$ cat config.mk
export PLATFORM = sky130hd
export DESIGN_NAME = spi_reg_bridge
export DESIGN_NICKNAME = d
export VERILOG_FILES = /design/src/rtl/spi_reg_bridge.sv
export SDC_FILE = /design/constraint.sdc
export NUM_CORES = 1
export LEC_CHECK = 0
export BUFFER_PORTS_ARGS = -buffer_cell sky130_fd_sc_hd__clkbuf_2
export CAP_MARGIN = 10
export CORE_MARGIN = 2
export CORE_UTILIZATION = 55
export DETAILED_ROUTE_END_ITERATION = 6
export GPL_TIMING_DRIVEN = 0
export MAX_ROUTING_LAYER = met4
export PLACE_DENSITY = 0.77
export SLEW_MARGIN = 20
export SYNTH_ARGS = -nofsm -noshare
export SYNTH_HDL_FRONTEND = slang
export SYNTH_SLANG_ARGS = --single-unit
export TNS_END_PERCENT = 30
$ cat constraint.sdc
create_clock -name clk -period 2.1 [get_ports clk]
set_clock_uncertainty 0.15 [all_clocks]
set_input_delay 0.42 -clock clk [delete_from_list [all_inputs] [get_ports clk]]
set_output_delay 0.42 -clock clk [all_outputs]
set_load 0.01 [all_outputs]
$ cat src/rtl/spi_reg_bridge.sv
// SPI mode-0 target that turns 2-byte frames (command + data) into single
// register-bank reads or writes. The read result is shifted back on MISO.
`timescale 1ns/1ps

module spi_reg_bridge #(
    parameter int REG_W       = 8,
    parameter int ADDR_W      = 7,
    parameter int SYNC_STAGES = 2
) (
    input  logic              clk,
    input  logic              rstb,
    input  logic              ena,
    input  logic              spi_cs_n,
    input  logic              spi_sclk,
    input  logic              spi_mosi,
    output logic              spi_miso,
    output logic              spi_miso_oe,
    output logic              wr_rdn,
    output logic [ADDR_W-1:0] addr,
    output logic [REG_W-1:0]  wdata,
    output logic              we,
    input  logic [REG_W-1:0]  rdata,
    input  logic              ack,
    input  logic              err,
    output logic              err_flag
);

    localparam int RX_W  = (REG_W > 8) ? REG_W : 8;
    localparam int CNT_W = $clog2(RX_W + 1);

    typedef enum logic [2:0] {
        IDLE,
        CMD,
        RD_REQ,
        DATA,
        WR_REQ,
        WAIT_CS
    } state_t;

    state_t state_q, state_d;

    logic [SYNC_STAGES-1:0] csSync_q, sclkSync_q, mosiSync_q;
    logic                   csDly_q, sclkDly_q;
    logic                   csLvl, sclkLvl, mosiLvl;
    logic                   csFall, csRise, sclkRise, sclkFall;

    logic [CNT_W-1:0]  bitCnt_q, bitCnt_d;
    logic [RX_W-1:0]   rx_q, rx_d, rxNext;
    logic [REG_W-1:0]  tx_q, tx_d;
    logic              txValid_q, txValid_d;
    logic              wrRdn_q, wrRdn_d;
    logic [ADDR_W-1:0] addr_q, addr_d;
    logic [REG_W-1:0]  wdata_q, wdata_d;
    logic              errFlag_q, errFlag_d;
    logic              abort, lastCmdBit, lastDataBit;

    // CS synchroniser resets to the deasserted level so reset release never looks like a CS edge.
    always_ff @(posedge clk or negedge rstb) begin
        if (!rstb) begin
            csSync_q   <= '1;
            sclkSync_q <= '0;
            mosiSync_q <= '0;
            csDly_q    <= 1'b1;
            sclkDly_q  <= 1'b0;
        end else begin
            csSync_q   <= {csSync_q[SYNC_STAGES-2:0], spi_cs_n};
            sclkSync_q <= {sclkSync_q[SYNC_STAGES-2:0], spi_sclk};
            mosiSync_q <= {mosiSync_q[SYNC_STAGES-2:0], spi_mosi};
            csDly_q    <= csSync_q[SYNC_STAGES-1];
            sclkDly_q  <= sclkSync_q[SYNC_STAGES-1];
        end
    end

    assign csLvl    = csSync_q[SYNC_STAGES-1];
    assign sclkLvl  = sclkSync_q[SYNC_STAGES-1];
    assign mosiLvl  = mosiSync_q[SYNC_STAGES-1];
    assign csFall   = csDly_q & ~csLvl;
    assign csRise   = ~csDly_q & csLvl;
    assign sclkRise = ~sclkDly_q & sclkLvl;
    assign sclkFall = sclkDly_q & ~sclkLvl;

    assign rxNext      = {rx_q[RX_W-2:0], mosiLvl};
    assign abort       = csRise | ~ena;
    assign lastCmdBit  = (bitCnt_q == CNT_W'(7));
    assign lastDataBit = (bitCnt_q == CNT_W'(REG_W - 1));

    always_comb begin
        state_d   = state_q;
        bitCnt_d  = bitCnt_q;
        rx_d      = rx_q;
        tx_d      = tx_q;
        txValid_d = txValid_q;
        wrRdn_d   = wrRdn_q;
        addr_d    = addr_q;
        wdata_d   = wdata_q;
        errFlag_d = errFlag_q;

        case (state_q)
            IDLE: begin
                if (ena && csFall) begin
                    state_d   = CMD;
                    bitCnt_d  = '0;
                    rx_d      = '0;
                    tx_d      = '0;
                    errFlag_d = 1'b0;
                end
            end

            CMD: begin
                if (abort) begin
                    state_d = IDLE;
                end else if (sclkRise) begin
                    rx_d     = rxNext;
                    bitCnt_d = bitCnt_q + CNT_W'(1);
                    if (lastCmdBit) begin
                        bitCnt_d = '0;
                        wrRdn_d  = rxNext[7];
                        addr_d   = rxNext[ADDR_W-1:0];
                        state_d  = rxNext[7] ? DATA : RD_REQ;
                    end
                end
            end

            // A missing ack by the last command falling edge would leave MISO without setup time,
            // so the byte is sent as zeros and the error is flagged instead.
            RD_REQ: begin
                if (abort) begin
                    state_d = IDLE;
                end else if (ack) begin
                    tx_d      = err ? '0 : rdata;
                    txValid_d = 1'b1;
                    if (err) begin
                        errFlag_d = 1'b1;
                    end
                    state_d = DATA;
                end else if (sclkFall) begin
                    errFlag_d = 1'b1;
                    txValid_d = 1'b0;
                    state_d   = DATA;
                end
            end

            // The falling edge that closes the command byte must not shift, or the MSB is lost.
            DATA: begin
                if (abort) begin
                    state_d = IDLE;
                end else begin
                    if (sclkFall && (bitCnt_q != '0)) begin
                        tx_d = {tx_q[REG_W-2:0], 1'b0};
                    end
                    if (sclkRise) begin
                        rx_d     = rxNext;
                        bitCnt_d = bitCnt_q + CNT_W'(1);
                        if (lastDataBit) begin
                            bitCnt_d = '0;
                            if (wrRdn_q) begin
                                wdata_d = rxNext[REG_W-1:0];
                                state_d = WR_REQ;
                            end else begin
                                state_d = WAIT_CS;
                            end
                        end
                    end
                end
            end

            WR_REQ: begin
                if (ack) begin
                    if (err) begin
                        errFlag_d = 1'b1;
                    end
                    state_d = (csLvl || !ena) ? IDLE : WAIT_CS;
                end
            end

            WAIT_CS: begin
                if (abort) begin
                    state_d = IDLE;
                end
            end

            default: state_d = IDLE;
        endcase

        if (state_d != DATA) begin
            txValid_d = 1'b0;
        end
    end

    always_ff @(posedge clk or negedge rstb) begin
        if (!rstb) begin
            state_q   <= IDLE;
            bitCnt_q  <= '0;
            rx_q      <= '0;
            tx_q      <= '0;
            txValid_q <= 1'b0;
            wrRdn_q   <= 1'b0;
            addr_q    <= '0;
            wdata_q   <= '0;
            errFlag_q <= 1'b0;
        end else begin
            state_q   <= state_d;
            bitCnt_q  <= bitCnt_d;
            rx_q      <= rx_d;
            tx_q      <= tx_d;
            txValid_q <= txValid_d;
            wrRdn_q   <= wrRdn_d;
            addr_q    <= addr_d;
            wdata_q   <= wdata_d;
            errFlag_q <= errFlag_d;
        end
    end

    assign spi_miso    = (state_q == DATA) && txValid_q && tx_q[REG_W-1];
    assign spi_miso_oe = ~csLvl;
    assign wr_rdn      = wrRdn_q;
    assign addr        = addr_q;
    assign wdata       = wdata_q;
    assign we          = (state_q == WR_REQ);
    assign err_flag    = errFlag_q;

endmodule

==> metrics.txt, run 1 <==
outcome completed; final setup violation count 0; Worst path depth 5; worst-path maximum fanout 5; antenna violations before repair 0; measured slew at the worst slew-check pin 0.624 ns; grt ovf 0; Sinks on Clock Net 48; num ports 36; H-tree depth 2; CP endpoint kind flip-flop; Initial DRT Pass Iterations 4; worst reg2reg path startpoint csDly_q; post-cts hold buffer count 0; PnR Total Power 0.00167 W; Post-Route WL 4410 um; final cycle utilization of the critical path 0.954; first-pass GRT wire length 7000 um; slowest library cell on the worst path dfstp_2; max-slew violations 0; DR iter-0 viols 95; vias in the first global route 1575; WP data required 2.13 ns; most frequent cell after synthesis dfrtp_1; Syn Inst Count 192; top_reg_cell synth dfrtp_1; CP cell instances nand2b_1 > nand3_2 > nor3b_4 > buf_4 > mux2_2; CP bufs+invs 1; CP startpoint csDly_q; GPL Wtd Cong 0.862; Synth top cells by count 45 x dfrtp_1, 23 x mux2_2, 13 x o21ai_0; Setup CP Type flip-flop to flip-flop; drt wl/cell 15.1 um; initial core utilization 0.570; Min Hold Slack 0.00995 ns; pwr dens 619 nW/um^2; dominant cell type by area after synthesis dfrtp_1; Rel. slew slack 0.584; Die W 68.4 um; share of cells above drive strength 1 0.403; worst vdd ir 0.000643 V; Yosys reg bits 48; CTS tree done; FF-to-FF setup slack 0.1 ns; Seq/Total Area, Yosys 0.529; Max clock buf depth 2; Via density 5.76; min cycle time layout 2.00 ns; Startpoint Class flip-flop; CTS Buf Count 5; Async SR Flop Fraction 1.00; leakage power 1.32 nW; HPWL after DPL 3010 um; Final Util 0.675; full die area 4680 sq um; nets@finish 260; R2R depth 5; Largest stage delay, worst path 0.57 ns; largest net degree at the start of global routing 49; Hold Crit Class input port to async pin; core area 4000 sq um; RR Endpoint wdata[1]; placed insts 277; Layout Cells excl Fill 293; Clock transition at path regs 0.09 ns; Synth top area share 0.494; Final Hold Fails 0; Yosys cell types 48; DRC 0; Root Buffer clkbuf_8; Yosys warning total 0; mapped cell area 2280 sq um; Crit path arrival time 2.04 ns; Post-Syn Nets 210; Mean Syn Cell Area 11.9 sq um; Tot GR Track Use 0.206; Vias 1689; max cap viols 0; IO buf count 35; chip height 68.4 um; antenna cells 0; number of synthesized flops with an enable pin 0; Max Clock Freq 499 MHz; synthesis-to-layout area growth 18.5%; num rows 23; final antenna-violating net count 0; Skew-Pair Late Insertion Delay 0.29 ns; largest cells by area after synthesis dfrtp_1 49%, mux2_2 11%, o31ai_1 4.0%, dfstp_2 3.5%, a22o_1 3.5%; unrepaired setup endpoints after global routing yes; Worst path top cell family by delay simple AND/OR/NAND/NOR gates; crit path to wdata[1]
cells by family after synthesis:
logic type | after synthesis | synth area share
compound gates | 50 | 0.158
simple gates | 48 | 0.140
flops | 48 | 0.529
mux | 24 | 0.118
buf+inv | 20 | 0.0450
fa+ha+maj | 2 | 0.0110
through the flow:
stage                     instance area (sq um)  setup WS, ns  setup TNS (ns)
final                                      2700        0.0957               0
after global routing                       2700       -0.0318          -0.250
after CTS                                  2640       0.00571               0
after detailed placement                   2520       -0.0984          -0.944
after global placement                     2520        -0.101           -1.03
after floorplan                            2280         0.167               0
layout by cell type, fill, tap and decap left out, drive strengths merged:
| cell type | netlist | layout |
|---|---|---|
| a21oi | 2 | 2 |
| a41o | 1 | 1 |
| o21a | 1 | 1 |
| nand4 | 1 | 1 |
| nor3 | 6 | 6 |
| o221ai | 1 | 1 |
| and3b | 1 | 1 |
| o31ai | 12 | 12 |
| or4b | 1 | 1 |
| dfrtp | 45 | 45 |
| inv | 10 | 10 |
| nand3 | 5 | 5 |
| o22ai | 1 | 1 |
| nor2b | 4 | 4 |
| buf | 8 | 14 |
| nand2 | 13 | 13 |
| a22o | 9 | 9 |
| mux2i | 1 | 1 |
| nor4b | 2 | 2 |
| nand2b | 4 | 4 |
| o21ai | 13 | 13 |
| and2 | 2 | 2 |
| clkbuf | 2 | 46 |
| a32oi | 1 | 1 |
| a311o | 1 | 1 |
| nor2 | 2 | 2 |
| o311ai | 1 | 1 |
| mux2 | 23 | 23 |
| a21boi | 1 | 1 |
| clkinvlp | 0 | 1 |
| and3 | 2 | 2 |
| o211ai | 1 | 1 |
| and4 | 1 | 1 |
| or2 | 1 | 1 |
| dfstp | 3 | 3 |
| o41ai | 1 | 1 |
| nor3b | 3 | 3 |
| a31oi | 4 | 4 |
| ha | 2 | 2 |
routing by layer:
| layer | GRT usage | vias to the layer above | wire length [um] |
|---|---|---|---|
| li1 | - | 813 | - |
| met1 | 0.280 | 835 | 2050 |
| met2 | 0.311 | 32 | 2130 |
| met3 | 0.0345 | 9 | 153 |
| met4 | 0.0800 | 0 | 74 |
| met5 | - | - | 0 |
worst register-to-register path, stage by stage (launching register included):
cell and delay [ns]:
dfstp_2 0.57, nand2b_1 0.27, nand3_2 0.18, nor3b_4 0.23, buf_4 0.16, mux2_2 0.34
how the worst min path moves through the flow:
stage	end	slack, ns	cells after the start
floorplan	addr[0]	-0.03	0
global placement	mosiSync_q[1]	0.18	0
finish	sclkDly_q	0.01	1
CTS	state_q[2]	0.04	1
detailed placement	mosiSync_q[1]	0.19	0
global route	csSync_q[0]	0.04	1
flip-flops by register name, summed over array words and instances, names as in the netlist:
name	count
addr	7
bitCnt_q	4
csDly_q	1
csSync_q	2
err_flag	1
mosiSync_q	2
rx_q	7
sclkDly_q	1
sclkSync_q	2
state_q	3
txValid_q	1
tx_q	8
wdata	8
wr_rdn	1
where the power goes:
group	switching, W	internal, W	leakage, nW
clock network	0.000292	0.000268	0.0445
registers	0.0000198	0.000948	0.645
logic	0.0000881	0.0000561	0.631
total	0.000399	0.00127	1.32
what timing repair did:
item,4_1_cts,5_1_grt
buffers inserted,2,6
endpoints found under the setup margin,17,26
pin swaps,3,2
gates resized for setup,3,5
layout make-up:
class / instances / area, sq um
Clock buffer: 7 / 86.3
Buffer: 10 / 70.1
Inverter: 10 / 37.5
Tap cell: 50 / 62.6
Multi-Input combinational cell: 124 / 995
Timing Repair Buffer: 43 / 238
Sequential cell: 48 / 1200
Clock inverter: 1 / 7.51
Fill cell: 305 / 1300
No activity file was read; power rests on OpenSTA's default activity.
==> run 2: changes to the inputs <==
--- a/config.mk
+++ b/config.mk
@@ -8,11 +8,11 @@
 export BUFFER_PORTS_ARGS = -buffer_cell sky130_fd_sc_hd__clkbuf_2
 export CAP_MARGIN = 10
 export CORE_MARGIN = 2
-export CORE_UTILIZATION = 55
+export CORE_UTILIZATION = 51
 export DETAILED_ROUTE_END_ITERATION = 6
 export GPL_TIMING_DRIVEN = 0
 export MAX_ROUTING_LAYER = met4
-export PLACE_DENSITY = 0.77
+export PLACE_DENSITY = 0.72
 export SLEW_MARGIN = 20
 export SYNTH_ARGS = -nofsm -noshare
 export SYNTH_HDL_FRONTEND = slang
==> metrics.txt, run 2 (synthesized netlist as in run 1, its figures left out) <==
Setup CP Type flip-flop to primary output; CP bufs+invs 2; final setup violation count 0; CP cell instances buf_6 > nor3_4 > and3_1 > clkbuf_2; Root Buffer clkbuf_8; Sinks on Clock Net 48; Worst path top cell family by delay simple AND/OR/NAND/NOR gates; WP data required 1.53 ns; Largest stage delay, worst path 0.39 ns; vias in the first global route 1546; FF/Latch Area 1210 sq um; Die W 70.9 um; CP endpoint kind primary output; full die area 5020 sq um; grt ovf 0; core area 4320 sq um; Final Hold Fails 2; final antenna-violating net count 0; Max Clock Freq 483 MHz; slowest library cell on the worst path dfrtp_1; num rows 24; leakage power 1.29 nW; fill count 370; antenna violations before repair 0; max cap viols 0; pwr dens 625 nW/um^2; Initial DRT Pass Iterations 4; Via density 5.64; num ports 36; Clock transition at path regs 0.09 ns; Max clock buf depth 2; initial core utilization 0.527; H-tree depth 2; outcome finished with violations; max-slew violations 0; nets@finish 256; Rel. slew slack 0.432; Final Util 0.618; largest net degree at the start of global routing 49; chip height 70.9 um; Min Hold Slack -0.000274 ns; DR iter-0 viols 149; first-pass GRT wire length 7520 um; most frequent cells in the layout 44 x dfrtp_1, 34 x clkbuf_2, 23 x mux2_2; failing checks negative hold slack; HPWL after DPL 2980 um; PnR Total Power 0.00167 W; CTS Buf Count 5; final cycle utilization of the critical path 0.987; min cycle time layout 2.07 ns; synthesis-to-layout area growth 17.2%; Skew-Pair Late Insertion Delay 0.30 ns; most common cell after layout, fill and taps aside dfrtp_1; CTS tree done; Post-Route WL 4420 um; IO buf count 35; drt wl/cell 15.2 um; TNS Setup 0 ns; Multi-input gate area 992 sq um; unrepaired setup endpoints after global routing yes; DRC 0; GPL Wtd Cong 0.810; Vias 1641; share of cells above drive strength 1 0.397; Hold Crit Class input port to async pin; Tot GR Track Use 0.198; Startpoint Class flip-flop; worst-path maximum fanout 10; measured slew at the worst slew-check pin 0.845 ns; Crit path arrival time 1.50 ns; antenna cells 0; worst vdd ir 0.000405 V
run 2: repair_timing:
item	CTS	global route
pin swaps	3	2
gates resized for setup	4	5
gates cloned	0	0
endpoints found under the setup margin	17	32
buffers inserted	2	2
hold buffers	0	0
run 2: final timing paths:
path	startpoint	endpoint	slack, ns	cells after the start
max	state_q[2]	spi_miso	0.03	4
min	rstb	state_q[2]	-0.0003	1
max reg2reg	bitCnt_q[0]	wdata[7]	0.10	7
min reg2reg	sclkSync_q[0]	sclkSync_q[1]	0.21	0
max in group asynchronous	rstb	state_q[0]	1.32	1
min in group clk	spi_cs_n	csSync_q[0]	0.04	1
run 2: worst register-to-register path: cells and delay by family (launching register included):
family	cells	cell delay, ns
multiplexers	1	0.33
adder cells (fa/ha/maj)	1	0.23
flip-flops	1	0.42
AND/OR/NAND/NOR	3	0.44
buffers and inverters	2	0.33
run 2: cell type report:
type	instances	area share
sequential	48	0.451
multi-input combinational	124	0.371
clock inverter	1	0.00281
clock buffer	7	0.0323
buffer	10	0.0262
timing repair buffer	39	0.0777
inverter	10	0.0140
tap	52	0.0243
run 2: metrics by stage:
stage | instance area [sq um] | setup slack, ns | std cells
after CTS | 2640 | 0.000633 | 289
after global routing | 2670 | -0.0900 | 291
after global placement | 2520 | -0.0882 | 279
final | 2670 | 0.0277 | 291
after floorplan | 2280 | 0.167 | 192
after detailed placement | 2520 | -0.123 | 279
run 2: per-layer routing:
layer	up-vias	global-route usage	routed length [um]	share of wire
li1	808	-	-	-
met3	7	0.0299	157	0.035
met4	0	0.0818	54	0.012
met1	793	0.272	2060	0.47
met2	33	0.298	2150	0.49
met5	-	-	0	0
run 2: report_power, final:
part	switching, W	total [W]	internal [W]
clock	0.000296	0.000563	0.000268
combinational	0.0000862	0.000140	0.0000537
sequential	0.0000194	0.000968	0.000948
total	0.000401	0.00167	0.00127
==> run 3: changes to the inputs <==
--- a/config.mk
+++ b/config.mk
@@ -7,6 +7,7 @@
 export LEC_CHECK = 0
 export BUFFER_PORTS_ARGS = -buffer_cell sky130_fd_sc_hd__clkbuf_2
 export CAP_MARGIN = 10
+export CORE_ASPECT_RATIO = 0.6
 export CORE_MARGIN = 2
 export CORE_UTILIZATION = 51
 export DETAILED_ROUTE_END_ITERATION = 6
==> metrics.txt, run 3 (synthesized netlist as in run 1, its figures left out) <==
drt wl/cell 15.2 um; worst-path maximum fanout 8; Layout Cells excl Fill 298; Tot GR Track Use 0.201; Max Clock Freq 477 MHz; Die W 90.3 um; max cap viols 0; Skew-Pair Late Insertion Delay 0.30 ns; most frequent cells in the layout 44 x dfrtp_1, 34 x clkbuf_2, 23 x mux2_2; cell area after placement 2530 sq um; Min Hold Slack 0.0134 ns; Clock transition at path regs 0.09 ns; core area 4190 sq um; pwr dens 626 nW/um^2; final cycle utilization of the critical path 0.998; Setup CP Type flip-flop to primary output; share of cells above drive strength 1 0.399; nets@finish 255; TNS Setup 0 ns; CTS Buf Count 5; Initial DRT Pass Iterations 4; H-tree depth 2; CP endpoint kind primary output; synthesis-to-layout area growth 18.3%; min cycle time layout 2.10 ns; num ports 36; leakage power 1.31 nW; DRC 0; Hold Crit Class input port to async pin; Rel. slew slack 0.436; worst vdd ir 0.000465 V; max-slew violations 0; Final Hold Fails 0; placed insts 287; WP data required 1.53 ns; largest net degree at the start of global routing 49; Sinks on Clock Net 48; outcome completed; unrepaired setup endpoints after global routing yes; grt ovf 0; num rows 18; Root Buffer clkbuf_8; DR iter-0 viols 105; Post-Route WL 4530 um; Vias 1677; final setup violation count 0; measured slew at the worst slew-check pin 0.839 ns; Crit path arrival time 1.53 ns; Max clock buf depth 2; full die area 5040 sq um; vias in the first global route 1654; Startpoint Class flip-flop; antenna cells 0; HPWL after DPL 3200 um; IO buf count 35; CTS tree done; initial core utilization 0.544; final instance area 2700 sq um; most common cell after layout, fill and taps aside dfrtp_1; Via density 5.63; antenna violations before repair 0; final antenna-violating net count 0; GPL Wtd Cong 0.910; first-pass GRT wire length 7890 um; chip height 55.8 um; PnR Total Power 0.00169 W
## run 3: through the flow
| stage | utilization | setup slack [ns] |
|---|---|---|
| 2_1_floorplan | - | 0.167 |
| 3_3_place_gp | 0.604 | -0.0704 |
| 3_5_place_dp | 0.605 | -0.102 |
| 4_1_cts | 0.637 | 0.0159 |
| 5_1_grt | 0.644 | -0.0830 |
| 6_report | 0.644 | 0.00470 |
## run 3: path summary, 6_finish.rpt
check                      depth (start not counted)         from  slack [ns]     endpoint
setup / recovery                                   4   state_q[0]       0.005     spi_miso
hold / removal                                     1         rstb        0.01      addr[0]
min in group clk                                   1     spi_cs_n        0.04  csSync_q[0]
setup reg to reg                                   5  csSync_q[1]        0.08  bitCnt_q[1]
max in group asynchronous                          1         rstb        1.34   state_q[0]
hold reg to reg                                    0  csSync_q[0]        0.21  csSync_q[1]
## run 3: layout make-up
cell class | count | area, sq um
Multi-Input combinational cell | 124 | 986
Sequential cell | 48 | 1210
Clock inverter | 2 | 13.8
Clock buffer | 6 | 82.6
Timing Repair Buffer | 38 | 225
Fill cell | 356 | 1490
Tap cell | 60 | 75.1
Buffer | 10 | 70.1
Inverter | 10 | 37.5
## run 3: per-layer routing
layer | up-vias | global-route usage | wire length [um]
li1 | 801 | - | -
met3 | 5 | 0.0583 | 271
met1 | 818 | 0.310 | 2420
met4 | 0 | 0.0462 | 38
met5 | - | - | 0
met2 | 53 | 0.259 | 1790
## run 3: what timing repair did
item                       4_1_cts  5_1_grt
setup endpoints to repair       17       20
gates resized for setup          5        3
pin swaps                        3        1
hold buffers                     0        0
buffers inserted                 2        1
## run 3: where the power goes
group	internal [W]	total [W]	switching, W
sequential	0.000948	0.000970	0.0000217
clock	0.000269	0.000577	0.000308
combinational	0.0000525	0.000139	0.0000868
## run 3: worst max-delay path, stage by stage, from the launching register on
cell and delay (ns):
dfrtp_2 0.44, inv_1 0.16, nor3_4 0.30, and3_1 0.20, clkbuf_2 0.12
